==> config.mk <==
export PLATFORM = sky130hd
export DESIGN_NAME = block_dispatcher
export DESIGN_NICKNAME = d
export VERILOG_FILES = /design/src/rtl/block_dispatcher.sv
export SDC_FILE = /design/constraint.sdc
export NUM_CORES = 1
export LEC_CHECK = 0
export BUFFER_PORTS_ARGS = -buffer_cell sky130_fd_sc_hd__buf_2
export CAP_MARGIN = 0
export CORE_MARGIN = 8
export CORE_UTILIZATION = 55
export DETAILED_ROUTE_END_ITERATION = 8
export HOLD_SLACK_MARGIN = 0.15
export PLACE_DENSITY = 0.9
export SYNTH_ARGS = -nofsm -noshare
export SYNTH_HDL_FRONTEND = slang
export SYNTH_SLANG_ARGS = --single-unit
export TNS_END_PERCENT = 1
==> constraint.sdc <==
create_clock -name clk -period 5.6 [get_ports clk]
set_input_delay 0.84 -clock clk [delete_from_list [all_inputs] [get_ports clk]]
set_output_delay 0.84 -clock clk [all_outputs]
set_load 0.05 [all_outputs]
==> src/rtl/block_dispatcher.sv <==
// -----------------------------------------------------------------------------
// block_dispatcher
//
// Kernel-level thread-block scheduler. An accepted start latches the kernel
// configuration. Blocks 0..num_blocks-1 are then handed out to free compute
// cores, at most one per cycle, and the lowest-index free core is chosen first.
// Per-core busy state is cleared by the cores' done pulses. The kernel is
// complete when every dispatched block has retired.
//
// Ports
//   clk            : clock, all state updates on the rising edge
//   rst_n          : asynchronous active-low reset
//   start          : launch pulse, accepted only while idle or done
//   kernel_config  : num_blocks, num_warps_per_block, base addresses
//   core_start     : per-core 1-cycle pulse, core i accepts a block
//   core_block_id  : per-core block index, valid with core_start[i], held after
//   core_warps     : latched num_warps_per_block, shared by all cores
//   core_done      : per-core 1-cycle pulse, core i retired its block
//   busy           : kernel in flight (dispatching or draining)
//   done           : every block of the last kernel has retired
// -----------------------------------------------------------------------------
package block_dispatcher_pkg;

    localparam int DATA_WIDTH = 32;

    typedef struct packed {
        logic [31:0]           base_instr_addr;
        logic [31:0]           base_data_addr;
        logic [DATA_WIDTH-1:0] num_warps_per_block;
        logic [31:0]           num_blocks;
    } kernel_config_t;

endpackage

module block_dispatcher
    import block_dispatcher_pkg::*;
#(
    parameter int NUM_CORES = 4
) (
    input  logic                                 clk,
    input  logic                                 rst_n,
    input  logic                                 start,
    input  kernel_config_t                       kernel_config,
    output logic [NUM_CORES-1:0]                 core_start,
    output logic [NUM_CORES-1:0][DATA_WIDTH-1:0] core_block_id,
    output logic [DATA_WIDTH-1:0]                core_warps,
    input  logic [NUM_CORES-1:0]                 core_done,
    output logic                                 busy,
    output logic                                 done
);

    localparam int IDX_W = (NUM_CORES > 1) ? $clog2(NUM_CORES) : 1;

    typedef enum logic [1:0] {
        ST_IDLE     = 2'd0,
        ST_DISPATCH = 2'd1,
        ST_DRAIN    = 2'd2,
        ST_DONE     = 2'd3
    } state_t;

    // Lowest set bit of req as a one-hot vector (all zero when req is empty).
    function automatic logic [NUM_CORES-1:0] lowest_onehot(input logic [NUM_CORES-1:0] req);
        logic [NUM_CORES-1:0] res;
        res = '0;
        for (int i = NUM_CORES - 1; i >= 0; i--) begin
            if (req[i]) begin
                res    = '0;
                res[i] = 1'b1;
            end
        end
        return res;
    endfunction

    // Binary index of the lowest set bit of req (zero when req is empty).
    function automatic logic [IDX_W-1:0] lowest_index(input logic [NUM_CORES-1:0] req);
        logic [IDX_W-1:0] idx;
        idx = '0;
        for (int i = NUM_CORES - 1; i >= 0; i--) begin
            if (req[i]) begin
                idx = i[IDX_W-1:0];
            end
        end
        return idx;
    endfunction

    // Number of set bits, widened to the counter width.
    function automatic logic [31:0] popcount(input logic [NUM_CORES-1:0] v);
        logic [31:0] cnt;
        cnt = 32'd0;
        for (int i = 0; i < NUM_CORES; i++) begin
            cnt = cnt + {31'd0, v[i]};
        end
        return cnt;
    endfunction

    // Registered state
    state_t                               state_r;
    logic                                 busy_r;
    logic                                 done_r;
    logic [31:0]                          num_blocks_r;
    logic [DATA_WIDTH-1:0]                core_warps_r;
    logic [31:0]                          dispatched_r;
    logic [31:0]                          retired_r;
    logic [NUM_CORES-1:0]                 core_busy_r;
    logic [NUM_CORES-1:0]                 core_start_r;
    logic [NUM_CORES-1:0][DATA_WIDTH-1:0] core_block_id_r;

    // Combinational helpers
    state_t               next_state_s;
    logic                 launch_s;
    logic                 do_dispatch_s;
    logic [NUM_CORES-1:0] free_s;
    logic [NUM_CORES-1:0] sel_onehot_s;
    logic [IDX_W-1:0]     sel_idx_s;
    logic [NUM_CORES-1:0] valid_done_s;
    logic [31:0]          dispatched_next_s;
    logic [31:0]          retired_next_s;
    logic                 unused_cfg_s;

    // The base addresses travel with the config but are consumed by the cores.
    assign unused_cfg_s = ^{kernel_config.base_instr_addr, kernel_config.base_data_addr};

    // Core selection, retire accounting and next-state decode.
    always_comb begin
        launch_s     = start && ((state_r == ST_IDLE) || (state_r == ST_DONE));
        // Selection uses the pre-edge busy mask, so a core retiring this cycle
        // becomes eligible only on the following cycle.
        free_s       = ~core_busy_r;
        sel_onehot_s = lowest_onehot(free_s);
        sel_idx_s    = lowest_index(free_s);
        do_dispatch_s = (state_r == ST_DISPATCH) && (dispatched_r < num_blocks_r) && (|free_s);
        dispatched_next_s = dispatched_r + (do_dispatch_s ? 32'd1 : 32'd0);
        // Done pulses from idle cores are spurious and dropped here.
        valid_done_s   = core_done & core_busy_r;
        retired_next_s = retired_r + popcount(valid_done_s);

        next_state_s = state_r;
        case (state_r)
            ST_IDLE, ST_DONE: begin
                if (launch_s) begin
                    next_state_s = (kernel_config.num_blocks == 32'd0) ? ST_DONE : ST_DISPATCH;
                end else begin
                    next_state_s = state_r;
                end
            end
            ST_DISPATCH: begin
                if (dispatched_next_s == num_blocks_r) begin
                    next_state_s = ST_DRAIN;
                end else begin
                    next_state_s = ST_DISPATCH;
                end
            end
            ST_DRAIN: begin
                // Post-update count, so the final done pulse completes the kernel on its own edge.
                if (retired_next_s == num_blocks_r) begin
                    next_state_s = ST_DONE;
                end else begin
                    next_state_s = ST_DRAIN;
                end
            end
            default: begin
                next_state_s = ST_IDLE;
            end
        endcase
    end

    // FSM state and the status outputs derived from the next state.
    always_ff @(posedge clk or negedge rst_n) begin
        if (!rst_n) begin
            state_r <= ST_IDLE;
            busy_r  <= 1'b0;
            done_r  <= 1'b0;
        end else begin
            state_r <= next_state_s;
            busy_r  <= (next_state_s == ST_DISPATCH) || (next_state_s == ST_DRAIN);
            done_r  <= (next_state_s == ST_DONE);
        end
    end

    // Kernel configuration latch and the dispatch / retire counters.
    always_ff @(posedge clk or negedge rst_n) begin
        if (!rst_n) begin
            num_blocks_r <= 32'd0;
            core_warps_r <= '0;
            dispatched_r <= 32'd0;
            retired_r    <= 32'd0;
        end else if (launch_s) begin
            num_blocks_r <= kernel_config.num_blocks;
            core_warps_r <= kernel_config.num_warps_per_block;
            dispatched_r <= 32'd0;
            retired_r    <= 32'd0;
        end else begin
            dispatched_r <= dispatched_next_s;
            retired_r    <= retired_next_s;
        end
    end

    // Per-core busy mask, start pulses and block index hand-off.
    always_ff @(posedge clk or negedge rst_n) begin
        if (!rst_n) begin
            core_busy_r     <= '0;
            core_start_r    <= '0;
            core_block_id_r <= '0;
        end else begin
            core_busy_r  <= (core_busy_r & ~valid_done_s) | (do_dispatch_s ? sel_onehot_s : '0);
            core_start_r <= do_dispatch_s ? sel_onehot_s : '0;
            if (do_dispatch_s) begin
                core_block_id_r[sel_idx_s] <= dispatched_r;
            end
        end
    end

    assign core_start    = core_start_r;
    assign core_block_id = core_block_id_r;
    assign core_warps    = core_warps_r;
    assign busy          = busy_r;
    assign done          = done_r;

endmodule
==> metrics <==
Worst setup SP type flip-flop; Final min period 5.377 ns; PortBufs 236; TritonCTS clock tree done; MaxCap Viol Count 0; pre-CTS setup slack 0.3250 ns; post-CTS resize count 0; largest net degree at the start of global routing 144; wire per inst 21.46 microns; Setup violations, final 0; WP data arrival 5.79 ns; initial antenna violation count 3; Die Y 174.2 microns; number of remaining DRC errors 0; CP Capture Type flip-flop; f_max 186.0 MHz; Clock transition at path regs 0.06 ns; Skew-Pair Late Insertion Delay 0.54 ns; VDD IR max 0.2026 mV; drt pass-1 iters 5; synth top area cells dfrtp_1 (49%), mux2_4 (9.2%), nand2_1 (4.7%), xnor2_1 (3.4%), ha_1 (3.4%); Core Area 24,890 sq um; net switching fraction of the power 0.2137; I/O pin cnt 301; drt via density 5.900; Sequential Power Share 0.476; final WL 39,720 microns; CTS Buf Count 29; Synthesized Nets 1,430; vias in the first global route 11.50k; row cnt 58; Die ar. 30,340 sq um; status complete, no violations; Comb power frac 0.032; DRT iter0 DRCs 1,037; layout cells sized above 1 0.3164; Initial Util 0.5528; Post-synth ARST share 1.000; post-synthesis sequential area ratio 0.4874; Final #Nets 1,675; final slew viol count 0; synth warn 0; count of final hold-check violations 0; Tot Pwr 4.141 mW; PwrDens 251.2 nW/um^2; area share of the largest cell type after synthesis 0.4874; P&R area growth vs syn 19.80%; Post-Syn Area 13,760 sq um; RSZ-0062 raised after global routing false; total track usage 0.2589; Longest Clk Path Bufs 3; critical path class flip-flop to flip-flop; Hold WC Path Type input port to async pin; cell count after synthesis 1,255; Cell Int Power 3.256 mW; global-route wire length before repair 64,030 microns; Avg Inst Size Synth 10.96 sq um; Die Span X 174.2 microns; ys flop type dfrtp_1; vias 10.92k; Clk pwr share 0.492; Req. time, crit path 6.02 ns; RePlAce Congestion 1.027; # hold bufs at CTS 0; CTS root buffer clkbuf_16; CP max FO 4; postcts setup bufs 0; Hold Slack 0.4148 ns; Detail Route Antenna Nets 0; final worst slack 0.2228 ns; CTS H-tree depth 1; total gr overflow 0; Post-synth EDFFs 0; Worst Skew 0.01204 ns; Pleak 8.800 nW; Setup TNS Final 0 ns; fillers 1,765; cell taking the most area after synthesis dfrtp_1; Post-DP HPWL 28,420 microns; Relative slew margins 0.2649; post-synth cell types 75; Sw Pwr 885.1 uW; fin crit share 0.9602; Yosys reg bits 268; clock sink count 268; pin slew with the least headroom to its limit 1.103 ns
==> layout by cell type, fill, tap and decap left out, types with 6 or more instances in the layout <==
cell / instances
buf_4: 52
nor4_1: 17
inv_1: 52
and4_1: 8
nand2b_1: 9
nor2_1: 88
o21ai_0: 45
a21oi_1: 23
o2111ai_1: 6
clkbuf_16: 29
xnor2_1: 54
mux2_1: 14
o211ai_1: 6
a21o_1: 12
mux2_2: 31
nand3_1: 28
nand4_1: 31
xnor3_1: 6
ha_1: 37
nor3_1: 19
bufinv_16: 6
and2_1: 15
dfrtp_1: 268
clkinv_2: 7
mux2_4: 84
buf_2: 235
o22ai_1: 7
nand2_1: 174
or3_1: 7
xor2_1: 35
and3_1: 15
==> cell usage after synthesis, types with 7 or more instances <==
master	number
a21o_1	12
a21oi_1	23
and2_1	16
and3_1	16
and4_1	8
buf_1	7
buf_2	14
buf_6	9
clkbuf_1	38
dfrtp_1	268
ha_1	37
inv_1	52
mux2_1	14
mux2_2	31
mux2_4	84
nand2_1	174
nand2b_1	9
nand3_1	29
nand4_1	31
nor2_1	88
nor3_1	19
nor4_1	19
o21ai_0	45
o22ai_1	7
or3_1	7
xnor2_1	54
xor2_1	35
==> kinds of logic after synthesis <==
| kind of cell | share of synthesized area |
|---|---|
| muxes | 0.1307 |
| DFF | 0.4874 |
| and+or+nand+nor | 0.1548 |
| adders and majority gates | 0.03801 |
| xor gates and xnor gates | 0.06647 |
| buffers and inverters | 0.04219 |
| AOI/OAI and AO/OA | 0.08056 |
==> per-layer routing <==
| layer | global-route usage | wire (microns) | share of wire |
|---|---|---|---|
| met1 | 0.3293 | 15900 | 0.40 |
| met2 | 0.4289 | 19000 | 0.48 |
| met3 | 0.06118 | 3443 | 0.087 |
| met4 | 0.08728 | 1345 | 0.034 |
| met5 | 0 | 27 | 0.00068 |
==> stage by stage <==
stage	cell area, sq um	utilization	std cells
6_report	16490	0.6623	1851
5_1_grt	16490	0.6623	1851
4_1_cts	16450	0.6607	1850
3_5_place_dp	15430	0.6197	1799
3_3_place_gp	15430	0.6197	1799
2_1_floorplan	13760	-	1255
==> worst max-delay path, cell delays in order, from the launching register on <==
cell and delay (ns):
dfrtp_1 0.34, inv_1 0.08, ha_1 0.32, a21o_1 0.19, a21o_1 0.18, a21oi_2 0.18, o2111ai_2 0.15, or4b_1 0.59
o22ai_1 0.18, a21oi_1 0.06, inv_1 0.15, ha_1 0.24, nand4_1 0.28, nor4_4 0.44, nand4_1 0.17, xor2_1 0.22
a32o_1 0.25, or4_4 0.49, o31ai_2 0.21, o31ai_1 0.11, buf_4 0.16, ha_1 0.27
==> power groups by stage <==
stage	sequential, mW	clock (mW)	combinational [mW]
finish	1.97	2.04	0.134
global placement	2.00	0	0.126
global route	1.97	2.14	0.150
floorplan	2.00	0	0.0478
detailed placement	2.01	0	0.134
CTS	1.97	2.07	0.135
==> path summary, 6_finish.rpt <==
check	startpoint	end	slack (ns)	cells after the start
max in group asynchronous	rst_n	core_warps[16]	3.88	2
hold / removal	rst_n	core_block_id[82]	0.41	1
hold reg to reg	core_warps[29]	core_warps[29]	0.47	2
setup reg to reg	num_blocks_r[25]	busy	0.22	21
setup / recovery	num_blocks_r[25]	busy	0.22	21
min in group clk	core_warps[29]	core_warps[29]	0.47	2
==> sequential cells by signal (all words and copies together), names as in the netlist <==
name / cells
state_r: 2
core_warps: 32
core_start: 4
num_blocks_r: 32
retired_r: 32
core_block_id: 128
dispatched_r: 32
core_busy_r: 4
busy: 1
done: 1
==> area by class of cell <==
class                      instances  area, sq um  area share
antenna                            1        2.502   0.0001518
clock buffer                      33        760.7     0.04614
clock inverter                    18        259.0     0.01571
inverter                          52        195.2     0.01184
multi-input combinational        860         6548      0.3972
sequential                       268         6706      0.4068
tap                              330        412.9     0.02505
timing repair buffer             289         1602     0.09715
Note: power is estimated with default switching activity, not from simulation.
